$ cat config.mk
export PLATFORM = sky130hd
export DESIGN_NAME = dmem_arbiter
export DESIGN_NICKNAME = d
export VERILOG_FILES = /design/src/rtl/dmem_arbiter_pkg.sv /design/src/rtl/dmem_arbiter_tag_pipe.sv /design/src/rtl/dmem_arbiter.sv
export SDC_FILE = /design/constraint.sdc
export NUM_CORES = 1
export LEC_CHECK = 0
export ABC_AREA = 1
export CORE_AREA = 2 2 325 327
export DETAILED_ROUTE_END_ITERATION = 7
export DIE_AREA = 0 0 327 329
export PLACE_DENSITY_LB_ADDON = 0.12
export SLEW_MARGIN = 20
export SYNTH_ARGS = -nofsm -noshare
export SYNTH_HDL_FRONTEND = slang
export SYNTH_SLANG_ARGS = --single-unit
$ cat constraint.sdc
create_clock -name clk -period 1.5 [get_ports clk]
set_clock_uncertainty 0.1 [all_clocks]
set_input_delay 0.225 -clock clk [delete_from_list [all_inputs] [get_ports clk]]
set_output_delay 0.225 -clock clk [all_outputs]
set_load 0.02 [all_outputs]
$ cat src/rtl/dmem_arbiter_pkg.sv
// Shared types for the dmem arbiter: FSM state encoding and dmem write-enable levels.
package dmem_arbiter_pkg;

  typedef enum logic [1:0] {
    ST_IDLE  = 2'b00,
    ST_WAIT  = 2'b01,
    ST_STALL = 2'b10
  } arb_state_e;

  localparam logic DM_RD = 1'b0;
  localparam logic DM_WR = 1'b1;

endpackage

$ cat src/rtl/dmem_arbiter_tag_pipe.sv
// Read-return tag delay line: DEPTH cycles, 1 bit wide, cleared by synchronous reset.
// No backpressure; one tag enters and one leaves every cycle.
module arb_tag_pipe #(
  parameter int DEPTH = 1
) (
  input  logic clk,
  input  logic reset,
  input  logic din,
  output logic dout
);

  logic [DEPTH-1:0] sr;

  always_ff @(posedge clk) begin
    if (reset) begin
      sr <= '0;
    end else begin
      sr[0] <= din;
      for (int i = 1; i < DEPTH; i++) begin
        sr[i] <= sr[i-1];
      end
    end
  end

  assign dout = sr[DEPTH-1];

endmodule

$ cat src/rtl/dmem_arbiter.sv
// Shares one dmem between the cpu (zero latency, priority) and an ext req/gnt port.
// Ext reads return RD_LAT cycles after gnt; a starving ext port raises stall_req for one slot.
module dmem_arbiter
  import dmem_arbiter_pkg::*;
#(
  parameter int ADDR_W       = 21,
  parameter int DATA_W       = 128,
  parameter int RD_LAT       = 1,
  parameter int STARVE_LIMIT = 8
) (
  input  logic              clk,
  input  logic              reset,
  input  logic              cpu_memEn,
  input  logic              cpu_memWrEn,
  input  logic [ADDR_W-1:0] cpu_memAddr,
  input  logic [DATA_W-1:0] cpu_dataOut,
  output logic [DATA_W-1:0] cpu_dataIn,
  input  logic              ext_req,
  input  logic              ext_we,
  input  logic [ADDR_W-1:0] ext_addr,
  input  logic [DATA_W-1:0] ext_wdata,
  output logic              ext_gnt,
  output logic              ext_rvalid,
  output logic [DATA_W-1:0] ext_rdata,
  output logic              stall_req,
  output logic              dm_en,
  output logic              dm_wren,
  output logic [ADDR_W-1:0] dm_addr,
  output logic [DATA_W-1:0] dm_wdata,
  input  logic [DATA_W-1:0] dm_rdata
);

  localparam int CNT_W = $clog2(STARVE_LIMIT + 1);

  arb_state_e       state_q, state_d;
  logic [CNT_W-1:0] cnt_q, cnt_d;
  logic             stall_q, stall_d;
  logic             cpu_sel, ext_sel;
  logic             tag_out;

  // A stalled pipeline re-presents its access next cycle, so the cpu is simply ignored here.
  assign cpu_sel = ~reset & cpu_memEn & ~stall_q;
  assign ext_sel = ~reset & ext_req & ~cpu_sel;

  always_comb begin
    dm_en    = 1'b0;
    dm_wren  = DM_RD;
    dm_addr  = cpu_memAddr;
    dm_wdata = cpu_dataOut;
    if (cpu_sel) begin
      dm_en   = 1'b1;
      dm_wren = cpu_memWrEn ? DM_WR : DM_RD;
    end else if (ext_sel) begin
      dm_en    = 1'b1;
      dm_wren  = ext_we ? DM_WR : DM_RD;
      dm_addr  = ext_addr;
      dm_wdata = ext_wdata;
    end
  end

  always_ff @(posedge clk) begin
    if (reset) begin
      state_q <= ST_IDLE;
      cnt_q   <= '0;
      stall_q <= 1'b0;
    end else begin
      state_q <= state_d;
      cnt_q   <= cnt_d;
      stall_q <= stall_d;
    end
  end

  always_comb begin
    state_d = state_q;
    cnt_d   = cnt_q;
    stall_d = 1'b0;
    case (state_q)
      ST_IDLE: begin
        if (ext_req & ~ext_sel) begin
          state_d = ST_WAIT;
          cnt_d   = CNT_W'(1);
        end
      end
      ST_WAIT: begin
        if (~ext_req | ext_sel) begin
          state_d = ST_IDLE;
          cnt_d   = '0;
        end else if (cnt_q == CNT_W'(STARVE_LIMIT - 1)) begin
          state_d = ST_STALL;
          cnt_d   = cnt_q + CNT_W'(1);
          stall_d = 1'b1;
        end else begin
          cnt_d = cnt_q + CNT_W'(1);
        end
      end
      // The cpu is blocked here, so a held request is always granted; a dropped one just ends.
      ST_STALL: begin
        state_d = ST_IDLE;
        cnt_d   = '0;
      end
      default: begin
        state_d = ST_IDLE;
        cnt_d   = '0;
      end
    endcase
  end

  arb_tag_pipe #(
    .DEPTH(RD_LAT)
  ) u_tag_pipe (
    .clk  (clk),
    .reset(reset),
    .din  (ext_sel & ~ext_we),
    .dout (tag_out)
  );

  assign ext_gnt    = ext_sel;
  assign ext_rvalid = tag_out & ~reset;
  assign ext_rdata  = dm_rdata;
  assign cpu_dataIn = dm_rdata;
  assign stall_req  = stall_q;

endmodule

==> flow_summary.json, run 1 <==
{
  "die_h_um": 329,
  "failing_checks": "setup timing",
  "timing.reg2reg.worst_path_depth": 8,
  "fmax_ghz": 0.519,
  "gp_congestion": 0.782,
  "period_share_pct": 128,
  "drt-wirelength-per-cell_um": 16.8,
  "worstPathMaxFanout": 9,
  "worst_r2r_endpoint": "cnt_q[3]$_SDFFE_PP0P_",
  "net_total_in_the_final_layout": 1473,
  "internal-power_mw": 2.22,
  "report.final.slew_viol_count": 0,
  "cts_root_buf": "clkbuf_16",
  "initial_core_util_pct": 4.01,
  "number_of_global_route_vias_before_repair": 5867,
  "worst_reg2reg_startpoint": "stall_req$_SDFF_PP0_",
  "power.switching_mw": 1.45,
  "tritoncts": "built",
  "antennaDiodeCount": 0,
  "hold_class": "primary input to register",
  "p_comb_share_pct": 81.3,
  "worst_setup_hold_path_clk_slew_ps": 40,
  "reg2reg_slack_ps": 130,
  "ir_worst_vdd_mv": 0.196,
  "final_layout_size_suffix_gt1_share_pct": 44.2,
  "drt_iter0_markers": 179,
  "core_area_sq_um": 104000,
  "worstSetupEndpointType": "output port",
  "rsz0062_at_grt": "yes",
  "worst_pin_slew_ps": 325,
  "finalCoreUtilization_pct": 10.1,
  "max_cap_viols": 0,
  "boundaryPins": 842,
  "h_tree_depth_reported_by_cts": 1,
  "route.detailed.vias_per_inst": 2.32,
  "power_density_nw_per_um2": 347,
  "clock_path_buffers": 2,
  "antenna_found_initial": 12,
  "worst_slew_margin_rel_pct": 78.4,
  "timing.final.ws_setup_ps": -427,
  "drtPass1Iterations": 4,
  "row_count": 119,
  "grt_overflow_total": 0,
  "global_route_wire_length_before_repair_mm": 52.5,
  "hold_viol": 0,
  "timing_worst_setup_path_type": "register to output port",
  "insertion_delay_of_the_later_clocked_pin_in_the_worst_skew_pair_ps": 230,
  "cts-buffers-inserted": 3,
  "fillers": 12200,
  "timing.hold.ws_ps": 337,
  "synth.yosys.warnings": 0,
  "synthDistinctLibCells": 16,
  "tritoncts_num_sinks": 8,
  "synth_nets": 1223,
  "power.share.sequential_pct": 6.0,
  "floorplan.die_area_sq_um": 108000,
  "synth_area_sq_um": 4190,
  "postRouteWirelength_mm": 40.7,
  "ys_seq_elements": 8,
  "critPathRequiredTime_ps": 1170,
  "vias": 5635,
  "all_layer_global_routing_usage_pct": 7.11,
  "clock_power_share_pct": 12.7,
  "placement.setup.worst_slack_ps": -1270,
  "antenna_left": 0,
  "place.port_buffers": 457,
  "critical_path_arrival_ps": 1600,
  "grt_max_degree": 25,
  "switching_share_pct": 39.5,
  "synth_sequential_area_ratio_pct": 3.82,
  "period_minus_slack_ps": 1930,
  "finalPower_mw": 3.67,
  "finalSetupViolations": 151,
  "timing.critical_path.from_type": "register",
  "die_w_um": 327,
  "dp_hpwl_mm": 31.6,
  "endpoint": "dm_wdata[59]",
  "worstSetupStartpoint": "stall_req$_SDFF_PP0_",
  "drc": 0,
  "power.static_leakage_nw": 4.48,
  "layout-area-overhead-vs-synth_pct": 152,
  "syn-mean-instance-area_sq_um": 5.30,
  "status": "finished, violations left",
  "postSynthCellCount": 790
}
-- critical path: stages (launching register included) --
cell	delay [ps]
dfxtp_4	340
inv_4	60
nand2_4	70
nand2_8	110
buf_12	180
bufbuf_16	300
nand2_1	60
nand2_2	80
buf_4	140
-- synth_stat cells --
master / n / area share [%]
a21oi_1: 5 / 0.60
buf_2: 14 / 1.7
buf_4: 256 / 46
buf_6: 10 / 2.7
clkbuf_1: 8 / 0.72
dfxtp_1: 8 / 3.8
ha_1: 1 / 0.30
inv_1: 7 / 0.63
inv_2: 2 / 0.18
nand2_1: 455 / 41
nand2_2: 1 / 0.15
nand3_1: 7 / 0.84
nand4_1: 4 / 0.60
nor2_1: 10 / 0.90
nor3_1: 1 / 0.12
o21ai_0: 1 / 0.12
-- how the worst min path moves through the flow --
stage,start,to,slack [ps],depth (start not counted)
4_1_cts,ext_req,cnt_q[2]$_SDFFE_PP0P_,330,4
2_1_floorplan,reset,cnt_q[1]$_SDFFE_PP0P_,190,1
3_3_place_gp,dm_rdata[107],cpu_dataIn[107],350,0
6_report,ext_req,cnt_q[2]$_SDFFE_PP0P_,340,4
5_1_grt,ext_req,cnt_q[2]$_SDFFE_PP0P_,340,4
3_5_place_dp,dm_rdata[107],cpu_dataIn[107],350,0
-- kinds of logic (layout without fill, tap and decap cells) --
family / after synthesis / in the layout / share of synthesized area (%)
flops: 8 / 8 / 3.82
fa+ha+maj: 1 / 1 / 0.299
compound gates: 6 / 6 / 0.717
buf+inv: 297 / 546 / 51.8
simple gates: 478 / 478 / 43.4
-- metal layers --
layer	track usage, %	wire length [um]	up-vias
met5	0.565	138	-
met1	8.66	16800	2417
met2	10.7	17200	514
met4	1.54	886	10
li1	-	-	2612
met3	4.19	5720	82
-- sequential cells by signal, summed over array words and instances, names as in the netlist --
name,flops
cnt_q,4
stall_req,1
state_q,2
u_tag_pipe.dout,1
-- placed cells by master (no fill, tap or decap) --
cell / Yosys / layout
inv_2: 2 / 1
dfxtp_1: 8 / 7
buf_2: 14 / 16
clkdlybuf4s50_1: 0 / 300
dlygate4sd2_1: 0 / 3
a21oi_1: 5 / 4
clkbuf_16: 0 / 3
nand4_1: 4 / 4
clkdlybuf4s15_1: 0 / 1
clkbuf_2: 0 / 1
nand2_1: 455 / 234
inv_16: 0 / 1
nand2_2: 1 / 172
buf_6: 10 / 95
bufbuf_16: 0 / 2
o21ai_0: 1 / 1
ha_1: 1 / 1
a21oi_2: 0 / 1
nand2_8: 0 / 1
buf_4: 256 / 57
nor3_1: 1 / 1
inv_1: 7 / 6
dfxtp_4: 0 / 1
nor2_1: 10 / 10
inv_4: 0 / 1
clkdlybuf4s15_2: 0 / 10
clkbuf_1: 8 / 1
buf_8: 0 / 8
buf_16: 0 / 17
nand2_4: 0 / 49
buf_12: 0 / 23
nand3_1: 7 / 7
-- area by class of cell --
type / count / area, sq um / area share (%)
Timing Repair Buffer: 533 / 5850 / 55.4
Multi-Input combinational cell: 485 / 2680 / 25.3
Tap cell: 1391 / 1740 / 16.5
Sequential cell: 8 / 164 / 1.55
Clock buffer: 4 / 78.8 / 0.747
Inverter: 9 / 52.6 / 0.498
-- stage by stage --
| stage | setup TNS, ps | instance area (sq um) | cells |
|---|---|---|---|
| after floorplan | -629 | 4420 | 790 |
| after global placement | -177320 | 9020 | 2387 |
| after detailed placement | -173780 | 9020 | 2387 |
| after CTS | -58190 | 10400 | 2424 |
| after global routing | -65800 | 10600 | 2430 |
| final | -50660 | 10600 | 2430 |
-- power groups by stage --
stage | clock network, mW | registers, mW | logic, mW
finish | 0.465 | 0.220 | 2.98
global placement | 0 | 0.223 | 2.65
global route | 0.502 | 0.220 | 3.20
floorplan | 0 | 0.224 | 1.88
CTS | 0.478 | 0.219 | 3.03
detailed placement | 0 | 0.223 | 2.62
-- repair_timing --
action	4_1_cts	5_1_grt
buffers inserted	18	6
gates cloned	15	0
endpoints found under the setup margin	160	152
gates resized for setup	973	42
hold buffers	0	0
pin swaps	36	1
(Power assumes the default switching activity.)
==> inputs of run 2 (changes only) <==
--- a/config.mk
+++ b/config.mk
@@ -10,6 +10,7 @@
 export DETAILED_ROUTE_END_ITERATION = 7
 export DIE_AREA = 0 0 327 329
 export PLACE_DENSITY_LB_ADDON = 0.12
+export SETUP_SLACK_MARGIN = 0.3
 export SLEW_MARGIN = 20
 export SYNTH_ARGS = -nofsm -noshare
 export SYNTH_HDL_FRONTEND = slang
==> flow_summary.json, run 2 (synthesis gave the netlist of run 1 again) <==
{
  "cts_root_buf": "clkbuf_16",
  "rsz0062_at_grt": "yes",
  "finalCoreUtilization_pct": 10.0,
  "fmax_ghz": 0.497,
  "place.port_buffers": 457,
  "tritoncts": "built",
  "cts_hold_buffers": 0,
  "crit_family": "buffers and inverters",
  "dp_hpwl_mm": 29.8,
  "die_h_um": 329,
  "worst_path_most_repeated_cell": "nand2_4",
  "worst_path_max_delay_cell": "dfxtp_4",
  "vias": 5549,
  "grt_overflow_total": 0,
  "timing_worst_setup_path_type": "register to output port",
  "hold_class": "primary input to output port",
  "largest-register": "cnt_q",
  "flip_flop_count_of_the_largest_register_all_copies_and_words_added": 4,
  "critical_path_arrival_ps": 1690,
  "final_common_cell": "clkdlybuf4s50_1",
  "max_stage_delay_ps": 340,
  "max_cap_viols": 0,
  "finalSetupViolations": 154,
  "period_minus_slack_ps": 2010,
  "global_route_wire_length_before_repair_mm": 45.3,
  "antenna_found_initial": 1,
  "failing_checks": "setup timing",
  "timing.critical_path.from_type": "register",
  "power_density_nw_per_um2": 349,
  "met3WireLength_mm": 5.44,
  "drt-wirelength-per-cell_um": 14.9,
  "tritoncts_num_sinks": 8,
  "highest_layer": "met5",
  "all_layer_global_routing_usage_pct": 5.93,
  "layout.cells.most_common_list": "clkdlybuf4s50_1 (302), nand2_1 (270), nand2_2 (137)",
  "route.met2.wl_mm": 16.1,
  "route.detailed.vias_per_inst": 2.27,
  "worst_setup_hold_path_clk_slew_ps": 40,
  "gp_congestion": 0.791,
  "min-delay-start": "dm_rdata[115]",
  "die_w_um": 327,
  "drc": 0,
  "ir_worst_vdd_mv": 0.250,
  "net_total_in_the_final_layout": 1485,
  "h_tree_depth_reported_by_cts": 1,
  "worstPathMaxFanout": 8,
  "final_layout_size_suffix_gt1_share_pct": 41.5,
  "worstSetupEndpointType": "output port",
  "cts-buffers-inserted": 3,
  "layout-area-overhead-vs-synth_pct": 150,
  "drtPass1Iterations": 4,
  "floorplan.die_area_sq_um": 108000,
  "insertion_delay_of_the_later_clocked_pin_in_the_worst_skew_pair_ps": 230,
  "initial_core_util_pct": 4.01,
  "grt_max_degree": 34,
  "postRouteWirelength_mm": 36.4,
  "hold_viol": 0,
  "critPathBufInv": 7,
  "clock_path_buffers": 2,
  "worst_slew_margin_rel_pct": 83.0,
  "fillers": 12200,
  "number_of_global_route_vias_before_repair": 5831,
  "finalPower_mw": 3.65,
  "worstSetupStartpoint": "stall_req$_SDFF_PP0_",
  "worst_reg2reg_startpoint": "stall_req$_SDFF_PP0_",
  "timing.final.ws_setup_ps": -510,
  "status": "finished, violations left",
  "boundaryPins": 842,
  "antenna_left": 0,
  "report.final.slew_viol_count": 0,
  "worstPathCellList": "inv_4 -> nand2_4 -> nand2_8 -> inv_12 -> buf_12 -> buf_16 -> buf_12 -> buf_16 -> nand2_4 -> nand2_4 -> buf_6",
  "power.static_leakage_nw": 4.46,
  "largest_registers": "cnt_q (4), state_q (2)",
  "row_count": 119,
  "detail_route.wirelength.met1_mm": 14.0,
  "critPathRequiredTime_ps": 1170,
  "worst_pin_slew_ps": 253,
  "core_area_sq_um": 104000,
  "period_share_pct": 134,
  "drt_iter0_markers": 158
}
[run 2: final cells by class]
type / instances / area (sq um) / area share [%]
Timing Repair Buffer: 545 / 5830 / 55.7
Antenna cell: 1 / 2.50 / 0.0239
Sequential cell: 8 / 164 / 1.57
Inverter: 9 / 48.8 / 0.466
Tap cell: 1391 / 1740 / 16.6
Clock buffer: 4 / 78.8 / 0.753
Multi-Input combinational cell: 485 / 2600 / 24.8
[run 2: worst paths after layout]
| check | endpoint | slack, ps | cells past startpoint |
|---|---|---|---|
| setup / recovery | dm_wdata[50] | -510 | 11 |
| hold / removal | cpu_dataIn[115] | 350 | 0 |
| setup reg to reg | cnt_q[3]$_SDFFE_PP0P_ | 120 | 8 |
| hold reg to reg | cnt_q[1]$_SDFFE_PP0P_ | 430 | 2 |
[run 2: layer usage]
| metal | track usage [%] | vias to the layer above |
|---|---|---|
| met5 | 0.565 | - |
| met4 | 1.47 | 4 |
| met3 | 3.99 | 66 |
| met2 | 9.54 | 474 |
| met1 | 6.33 | 2373 |
| li1 | - | 2632 |
[run 2: worst reg2reg max path, cell delays in order, from the launching register on]
cell and delay [ps]:
dfxtp_4 340, inv_4 60, nand2_4 60, buf_4 140, buf_6 110, a21oi_1 140, buf_4 140, nand3_1 70
a21oi_1 140
[run 2: timing repair]
action	4_1_cts	5_1_grt
gates cloned	4	7
pin swaps	7	13
setup endpoints to repair	162	162
buffers inserted	7	20
resized for setup	565	319
[run 2: metrics by stage]
stage | TNS, ps | setup WS (ps) | hold slack, ps | std cells | instance area, sq um
floorplan | 0 | 68.9 | 194 | 790 | 4510
global placement | -168130 | -1220 | 350 | 2400 | 9240
detailed placement | -159720 | -1170 | 350 | 2400 | 9240
CTS | -69770 | -573 | 350 | 2415 | 9660
global route | -70690 | -582 | 350 | 2442 | 10500
finish | -57840 | -510 | 350 | 2443 | 10500
[run 2: power breakdown]
part	total, mW	switching, mW	internal [mW]
registers	0.220	0.00279	0.217
clock network	0.468	0.113	0.355
logic	2.97	1.32	1.64
